`src/rtl/vscale_lsu_pkg.sv`:
```
// vscale_lsu_pkg: shared control constants for the load/store unit.
//   - RV funct3 memory encodings (LB..LWU)
//   - dmem_size codes (byte/half/word/dword)
//   - LSU state encodings (IDLE/DATA/ERR)
package vscale_lsu_pkg;

  localparam logic [2:0] F3_LB  = 3'b000;
  localparam logic [2:0] F3_LH  = 3'b001;
  localparam logic [2:0] F3_LW  = 3'b010;
  localparam logic [2:0] F3_LD  = 3'b011;
  localparam logic [2:0] F3_LBU = 3'b100;
  localparam logic [2:0] F3_LHU = 3'b101;
  localparam logic [2:0] F3_LWU = 3'b110;

  localparam logic [2:0] SIZE_BYTE  = 3'd0;
  localparam logic [2:0] SIZE_HALF  = 3'd1;
  localparam logic [2:0] SIZE_WORD  = 3'd2;
  localparam logic [2:0] SIZE_DWORD = 3'd3;

  typedef enum logic [1:0] {
    LSU_IDLE = 2'd0,
    LSU_DATA = 2'd1,
    LSU_ERR  = 2'd2
  } lsu_state_e;

  // Bus size code is the low two funct3 bits; bit 2 only selects zero-extension.
  function automatic logic [2:0] f3_size(input logic [2:0] f3);
    return {1'b0, f3[1:0]};
  endfunction

endpackage

```
`src/rtl/vscale_lsu_align.sv`:
```
// vscale_lsu_align: combinational data-path alignment for the LSU.
//   Load side : shifts dmem read data down by the byte lane, selects
//               byte/half/word/dword and sign- or zero-extends to XLEN.
//   Store side: replicates right-aligned store data across every lane of
//               its size so the memory can pick the lanes by byte enables.
// Ports:
//   ld_funct3 - funct3 of the load being completed
//   ld_lane   - byte offset of the load within the XLEN word
//   rdata     - raw data-phase read data
//   ld_data   - extended load result
//   st_size   - size code of the store (0 byte .. 3 dword)
//   st_wdata  - right-aligned store data
//   st_data   - lane-replicated store data
module vscale_lsu_align
  import vscale_lsu_pkg::*;
#(
  parameter int XLEN = 32
) (
  input  logic [2:0]                ld_funct3,
  input  logic [$clog2(XLEN/8)-1:0] ld_lane,
  input  logic [XLEN-1:0]           rdata,
  output logic [XLEN-1:0]           ld_data,
  input  logic [1:0]                st_size,
  input  logic [XLEN-1:0]           st_wdata,
  output logic [XLEN-1:0]           st_data
);

  logic [XLEN-1:0] sh;

  assign sh = rdata >> {ld_lane, 3'b000};

  // Size casts of signed operands sign-extend; unsigned operands zero-extend.
  always_comb begin
    ld_data = '0;
    case (ld_funct3)
      F3_LB:   ld_data = XLEN'($signed(sh[7:0]));
      F3_LH:   ld_data = XLEN'($signed(sh[15:0]));
      F3_LW:   ld_data = XLEN'($signed(sh[31:0]));
      F3_LD:   ld_data = sh;
      F3_LBU:  ld_data = XLEN'(sh[7:0]);
      F3_LHU:  ld_data = XLEN'(sh[15:0]);
      F3_LWU:  ld_data = XLEN'(sh[31:0]);
      default: ld_data = '0;
    endcase
  end

  always_comb begin
    st_data = st_wdata;
    case (st_size)
      2'b00:   st_data = {(XLEN/8){st_wdata[7:0]}};
      2'b01:   st_data = {(XLEN/16){st_wdata[15:0]}};
      2'b10:   st_data = {(XLEN/32){st_wdata[31:0]}};
      default: st_data = st_wdata;
    endcase
  end

endmodule

```
`src/rtl/vscale_lsu.sv`:
```
// vscale_lsu: load/store unit between execute and a pipelined dmem port
// (address phase, then data phase). One response per accepted request.
// Optional macro VSCALE_LSU_PERF_EN adds saturating perf counters.
// Ports:
//   clk, reset_n          - clock, synchronous active-low reset
//   req_*                 - execute-stage request (valid/ready handshake)
//   kill                  - squash: blocks acceptance, drops pending load resp
//   dmem_en/wen/size/addr - address phase (combinational from req_*)
//   dmem_wdata_delayed    - data-phase store data, lane-replicated
//   dmem_rdata/wait/badmem_e - data-phase return
//   resp_*                - one-cycle response to writeback
//   busy                  - access or error response outstanding
//   perf_* (macro only)   - load/store/wait-cycle counters
module vscale_lsu
  import vscale_lsu_pkg::*;
#(
  parameter int XLEN   = 32,
  parameter int ADDR_W = 32
) (
  input  logic              clk,
  input  logic              reset_n,
  input  logic              req_valid,
  output logic              req_ready,
  input  logic              req_wen,
  input  logic [2:0]        req_funct3,
  input  logic [ADDR_W-1:0] req_addr,
  input  logic [XLEN-1:0]   req_wdata,
  input  logic              kill,
  output logic              dmem_en,
  output logic              dmem_wen,
  output logic [2:0]        dmem_size,
  output logic [ADDR_W-1:0] dmem_addr,
  output logic [XLEN-1:0]   dmem_wdata_delayed,
  input  logic [XLEN-1:0]   dmem_rdata,
  input  logic              dmem_wait,
  input  logic              dmem_badmem_e,
  output logic              resp_valid,
  output logic [XLEN-1:0]   resp_rdata,
  output logic              resp_misaligned,
  output logic              resp_fault,
`ifdef VSCALE_LSU_PERF_EN
  output logic [31:0]       perf_loads,
  output logic [31:0]       perf_stores,
  output logic [31:0]       perf_wait_cycles,
`endif
  output logic              busy
);

  localparam int LANE_W = $clog2(XLEN/8);

  lsu_state_e        state, state_nxt;
  logic              wen_q, killed_q, err_mis_q, err_fault_q;
  logic [2:0]        f3_q;
  logic [LANE_W-1:0] lane_q;
  logic [XLEN-1:0]   wdata_q;

  logic              illegal, misaligned, accept, go, done, load_killed, resp_ok;
  logic [XLEN-1:0]   ld_data, st_data;

  // D and WU need a 64-bit datapath; funct3 111 is never a memory op.
  assign illegal = (req_funct3 == 3'b111) ||
                   ((XLEN == 32) && ((req_funct3 == F3_LD) || (req_funct3 == F3_LWU)));

  always_comb begin
    misaligned = 1'b0;
    case (req_funct3[1:0])
      2'b01:   misaligned = req_addr[0];
      2'b10:   misaligned = |req_addr[1:0];
      2'b11:   misaligned = |req_addr[2:0];
      default: misaligned = 1'b0;
    endcase
  end

  assign done        = (state == LSU_DATA) && !dmem_wait;
  // A kill landing on the completion cycle still drops a load.
  assign load_killed = !wen_q && (killed_q || kill);
  assign resp_ok     = done && !load_killed;

  assign req_ready = reset_n && !kill && ((state == LSU_IDLE) || done);
  assign accept    = req_valid && req_ready;
  assign go        = accept && !illegal && !misaligned;

  vscale_lsu_align #(.XLEN(XLEN)) u_align (
    .ld_funct3 (f3_q),
    .ld_lane   (lane_q),
    .rdata     (dmem_rdata),
    .ld_data   (ld_data),
    .st_size   (req_funct3[1:0]),
    .st_wdata  (req_wdata),
    .st_data   (st_data)
  );

  // Address phase
  assign dmem_en   = go;
  assign dmem_wen  = go && req_wen;
  assign dmem_size = go ? f3_size(req_funct3) : SIZE_BYTE;
  assign dmem_addr = go ? req_addr : '0;

  // Data phase and response; reset forces every output low.
  assign dmem_wdata_delayed = (reset_n && (state == LSU_DATA) && wen_q) ? wdata_q : '0;
  assign resp_valid      = reset_n && (resp_ok || (state == LSU_ERR));
  assign resp_rdata      = (reset_n && resp_ok && !wen_q) ? ld_data : '0;
  assign resp_fault      = reset_n && ((resp_ok && dmem_badmem_e) ||
                                       ((state == LSU_ERR) && err_fault_q));
  assign resp_misaligned = reset_n && (state == LSU_ERR) && err_mis_q;
  assign busy            = reset_n && (state != LSU_IDLE);

  always_comb begin
    state_nxt = state;
    case (state)
      LSU_IDLE: if (accept) state_nxt = go ? LSU_DATA : LSU_ERR;
      LSU_DATA: if (!dmem_wait) begin
        if (accept) state_nxt = go ? LSU_DATA : LSU_ERR;
        else        state_nxt = LSU_IDLE;
      end
      LSU_ERR:  state_nxt = LSU_IDLE;
      default:  state_nxt = LSU_IDLE;
    endcase
  end

  always_ff @(posedge clk) begin
    if (!reset_n) begin
      state       <= LSU_IDLE;
      wen_q       <= 1'b0;
      killed_q    <= 1'b0;
      err_mis_q   <= 1'b0;
      err_fault_q <= 1'b0;
      f3_q        <= '0;
      lane_q      <= '0;
      wdata_q     <= '0;
    end else begin
      state <= state_nxt;
      if (accept) begin
        err_mis_q   <= misaligned && !illegal;
        err_fault_q <= illegal;
      end
      if (go) begin
        wen_q    <= req_wen;
        f3_q     <= req_funct3;
        lane_q   <= req_addr[LANE_W-1:0];
        wdata_q  <= st_data;
        killed_q <= 1'b0;
      end else if ((state == LSU_DATA) && kill && !wen_q) begin
        killed_q <= 1'b1;
      end
    end
  end

`ifdef VSCALE_LSU_PERF_EN
  logic load_ok, store_ok;
  assign load_ok  = resp_ok && !wen_q && !dmem_badmem_e;
  assign store_ok = resp_ok &&  wen_q && !dmem_badmem_e;

  always_ff @(posedge clk) begin
    if (!reset_n) begin
      perf_loads       <= '0;
      perf_stores      <= '0;
      perf_wait_cycles <= '0;
    end else begin
      if (load_ok  && (perf_loads  != '1)) perf_loads  <= perf_loads + 32'd1;
      if (store_ok && (perf_stores != '1)) perf_stores <= perf_stores + 32'd1;
      if ((state == LSU_DATA) && dmem_wait && (perf_wait_cycles != '1))
        perf_wait_cycles <= perf_wait_cycles + 32'd1;
    end
  end
`endif

endmodule

```
`config.mk`:
```
export PLATFORM = sky130hd
export DESIGN_NAME = vscale_lsu
export DESIGN_NICKNAME = d
export VERILOG_FILES = /design/src/rtl/vscale_lsu_pkg.sv /design/src/rtl/vscale_lsu_align.sv /design/src/rtl/vscale_lsu.sv
export SDC_FILE = /design/constraint.sdc
export NUM_CORES = 1
export LEC_CHECK = 0
export ABC_AREA = 1
export CELL_PAD_IN_SITES_DETAIL_PLACEMENT = 0
export CELL_PAD_IN_SITES_GLOBAL_PLACEMENT = 1
export CORE_MARGIN = 10
export CORE_UTILIZATION = 24
export CTS_CLUSTER_DIAMETER = 40
export DETAILED_ROUTE_END_ITERATION = 10
export PLACE_DENSITY = 0.86
export SYNTH_ARGS = -nofsm -noshare
export SYNTH_HDL_FRONTEND = slang
export SYNTH_SLANG_ARGS = --single-unit
```
`constraint.sdc`:
```
create_clock -name clk -period 1.9 [get_ports clk]
set_clock_uncertainty 0.15 [all_clocks]
set_input_delay 0.285 -clock clk [delete_from_list [all_inputs] [get_ports clk]]
set_output_delay 0.285 -clock clk [all_outputs]
set_load 0.02 [all_outputs]
```
==> qor.csv <==
stage;metric;value;unit
routing;ANT nets after route;0;
floorplanning;Die W;142.7;um
global_routing;pin count of the biggest net entering global routing;53;
final_layout;Syn-to-layout area delta;103.9;%
clocking;CTS tree;yes;
place;GPL Wtd Cong;0.8541;
synthesis;Distinct cells, synth;28;
routing;Residual DRC;0;
routing;routed via count;5030;
clocking;H-tree depth;2;
timing;Final Hold Fails;0;
power;Total Power;2.775;mW
power;P per Cell Area;376.6;nW/um2
status;status;complete, but fails checks;
floorplanning;Die Height;142.7;um
setup_path;critical path endpoint;resp_rdata[25];
routing;1st-pass router iterations;5;
floorplanning;I/O Pins;212;
setup_path;endpoint class of the critical path;primary output;
setup_path;reg-to-reg slack, setup;0.16;ns
setup_path;Reg2Reg Depth;8;
setup_path;Critical Path AT;1.64;ns
routing;mean number of vias per cell;4.459;
synthesis;Syn Nets;787;
timing;hold slack;0.3187;ns
setup_path;CP max stage delay;0.33;ns
setup_path;Worst EP required;1.46;ns
synthesis;cell taking the most area after synthesis;dfxtp_1;
clocking;Worst-Skew Late Latency;0.28;ns
routing;Routed WL;16710;um
global_routing;initial antenna violation count;2;
clocking;CTS clk-pin slew, worst paths;0.06;ns
synthesis;Post-Syn Area;3613;um2
final_layout;share of cells above drive strength 1;31.88;%
setup_path;crit path kind;reg2out;
setup_path;CP Cell Sequence;buf_6 -> nor3_4 -> nand3_4 -> buf_12 -> nand3_1 -> nand2_1 -> inv_1 -> buf_4;
floorplanning;Rows;44;
final_layout;final core occ;50.32;%
setup_path;RR Endpoint;wdata_q[22];
clocking;clk root buf;clkbuf_16;
setup_path;Crit Path Max Fanout;6;
synthesis;Mapped Avg Cell Area;5.306;um2
timing;Pins Over Slew Limit;0;
global_routing;vias in the first global route;4861;
clocking;clk sinks;43;
routing;starting DRC count in detailed routing;228;
timing;Tmin final;2.074;ns
synthesis;top cell type's share of synthesized area;23.82;%
final_layout;nets@finish;1046;
synthesis;Post-Synthesis Cells;681;
floorplanning;initial core utilization;24.68;%
setup_path;Worst setup SP type;register;
timing;FMAX;482.2;MHz
floorplanning;Die Area;20360;um2
routing;drt wl/cell;14.81;um
setup_path;worst flop-to-flop path startpoint;state[0];
synthesis;top post-synthesis cells by area;dfxtp_1, nand2_1, nor2_1;
setup_path;CP Launch Point;f3_q[1];
timing;RSZ-0062 raised after global routing;yes;
flow_run;maxcap violations;0;
setup_path;CP max stage cell;dfxtp_2;
global_routing;Tot GR Track Use;15.19;%
status;failing checks;negative setup slack;
power;Worst IR Drop VDD;0.0003192;V
clocking;CTS max path bufs;2;
global_routing;gr ovfl total;0;
clocking;number of buffers created by CTS;5;
synthesis;Yosys reg bits;43;
place;DP Area;6295;um2
timing;# setup viols final;68;
timing;fin crit share;109.1;%
timing;PnR worst setup slack;-0.1738;ns
place;dpl hpwl;12720;um
synthesis;Syn. warnings;0;
place;pre-CTS WS;-0.8590;ns
power;Leak;3.529;nW
synthesis;Seq/Total Area, Yosys;23.82;%
hold_path;Worst Hold Class;reg2reg;
place;I/O Buffers;210;
global_routing;first-pass GRT wire length;25250;um
final_layout;fin area;7368;um2
floorplanning;core area;14640;um2
where the power goes:
| group | switching [mW] | internal (mW) | leakage, nW |
|---|---|---|---|
| Sequential | 0.0156 | 0.923 | 0.352 |
| Clock | 0.361 | 0.559 | 0.0762 |
| Combinational | 0.459 | 0.457 | 3.10 |
| Total | 0.835 | 1.94 | 3.53 |
worst max-delay path, delay by kind of cell, from the launching register on:
family,cells,cell delay (ns)
buffers and inverters,4,0.51
and+or+nand+nor,4,0.51
DFF,1,0.33
synthesized netlist by cell type (all sizes together):
cell	n
buf	34
nor3	2
o211ai	9
o21ai	25
nand3	80
a31oi	1
a21oi	46
inv	116
conb	1
a211oi	2
nor2	139
clkbuf	12
nand2	171
dfxtp	43
metrics by stage:
| stage | TNS (ns) | instances |
|---|---|---|
| final | -7.363 | 1128 |
| after global placement | -91.79 | 1098 |
| after floorplan | 0 | 681 |
| after global routing | -13.07 | 1125 |
| after detailed placement | -92.68 | 1098 |
| after CTS | -9.011 | 1120 |
cells in the final DEF, fill, tap and decap left out, types with 5 or more instances in the layout:
master and count:
inv_1 99, clkdlybuf4s50_1 95, buf_6 74, dlygate4sd2_1 6, a21oi_1 36, o211ai_1 8, nand3_4 5, o21ai_0 10
dlymetal6s2s_1 5, buf_12 6, dfxtp_1 37, clkbuf_16 7, nor2_4 44, nand3_1 70, nand3_2 5, buf_8 5
inv_2 14, buf_4 98, nand2_1 165, o21ai_1 13, nor2_1 91, a21oi_4 8
per-layer routing:
| metal | track usage, % | vias up | share of wire [%] |
|---|---|---|---|
| met5 | 0 | - | 0 |
| met4 | 2.280 | 0 | 0.59 |
| li1 | - | 2604 | - |
| met3 | 5.771 | 7 | 10 |
| met1 | 18.61 | 2247 | 42 |
| met2 | 25.20 | 172 | 48 |
worst min-delay path by stage:
stage               slack, ns           to   startpoint  cells past startpoint
finish                   0.32    err_mis_q    err_mis_q                      2
global route             0.36    err_mis_q    err_mis_q                      2
CTS                      0.33    err_mis_q    err_mis_q                      2
detailed placement       0.32  wdata_q[28]  wdata_q[28]                      2
global placement         0.31  wdata_q[15]  wdata_q[15]                      2
floorplan                0.28     state[0]    dmem_wait                      2
final cells by class:
cell class | count | area (um2)
fill | 1465 | 7276
timing repair buffer | 297 | 2988
multi-input combinational | 477 | 2649
sequential | 43 | 878.3
inverter | 116 | 455.4
tap | 184 | 230.2
clock buffer | 7 | 152.6
clock inverter | 1 | 7.507
antenna | 3 | 7.507
cell families (layout without fill, tap and decap cells):
family | count (synthesis) | count (layout) | synth area share (%)
compound gates | 83 | 83 | 12.78
flops | 43 | 43 | 23.82
other cells | 1 | 4 | 0.1038
buf+inv | 162 | 421 | 18.46
simple gates | 392 | 393 | 44.84
sequential cells by signal, summed over array words and instances (netlist names):
signal / flops
killed_q: 1
err_fault_q: 1
wdata_q: 32
state: 2
lane_q: 2
f3_q: 3
wen_q: 1
err_mis_q: 1
what timing repair did:
action | in CTS | in global routing
pin swaps | 12 | 8
resized for setup | 632 | 159
hold buffers | 0 | 0
buffers inserted | 9 | 4
setup endpoints to repair | 131 | 129
cloned | 6 | 3
(Power assumes the default switching activity.)
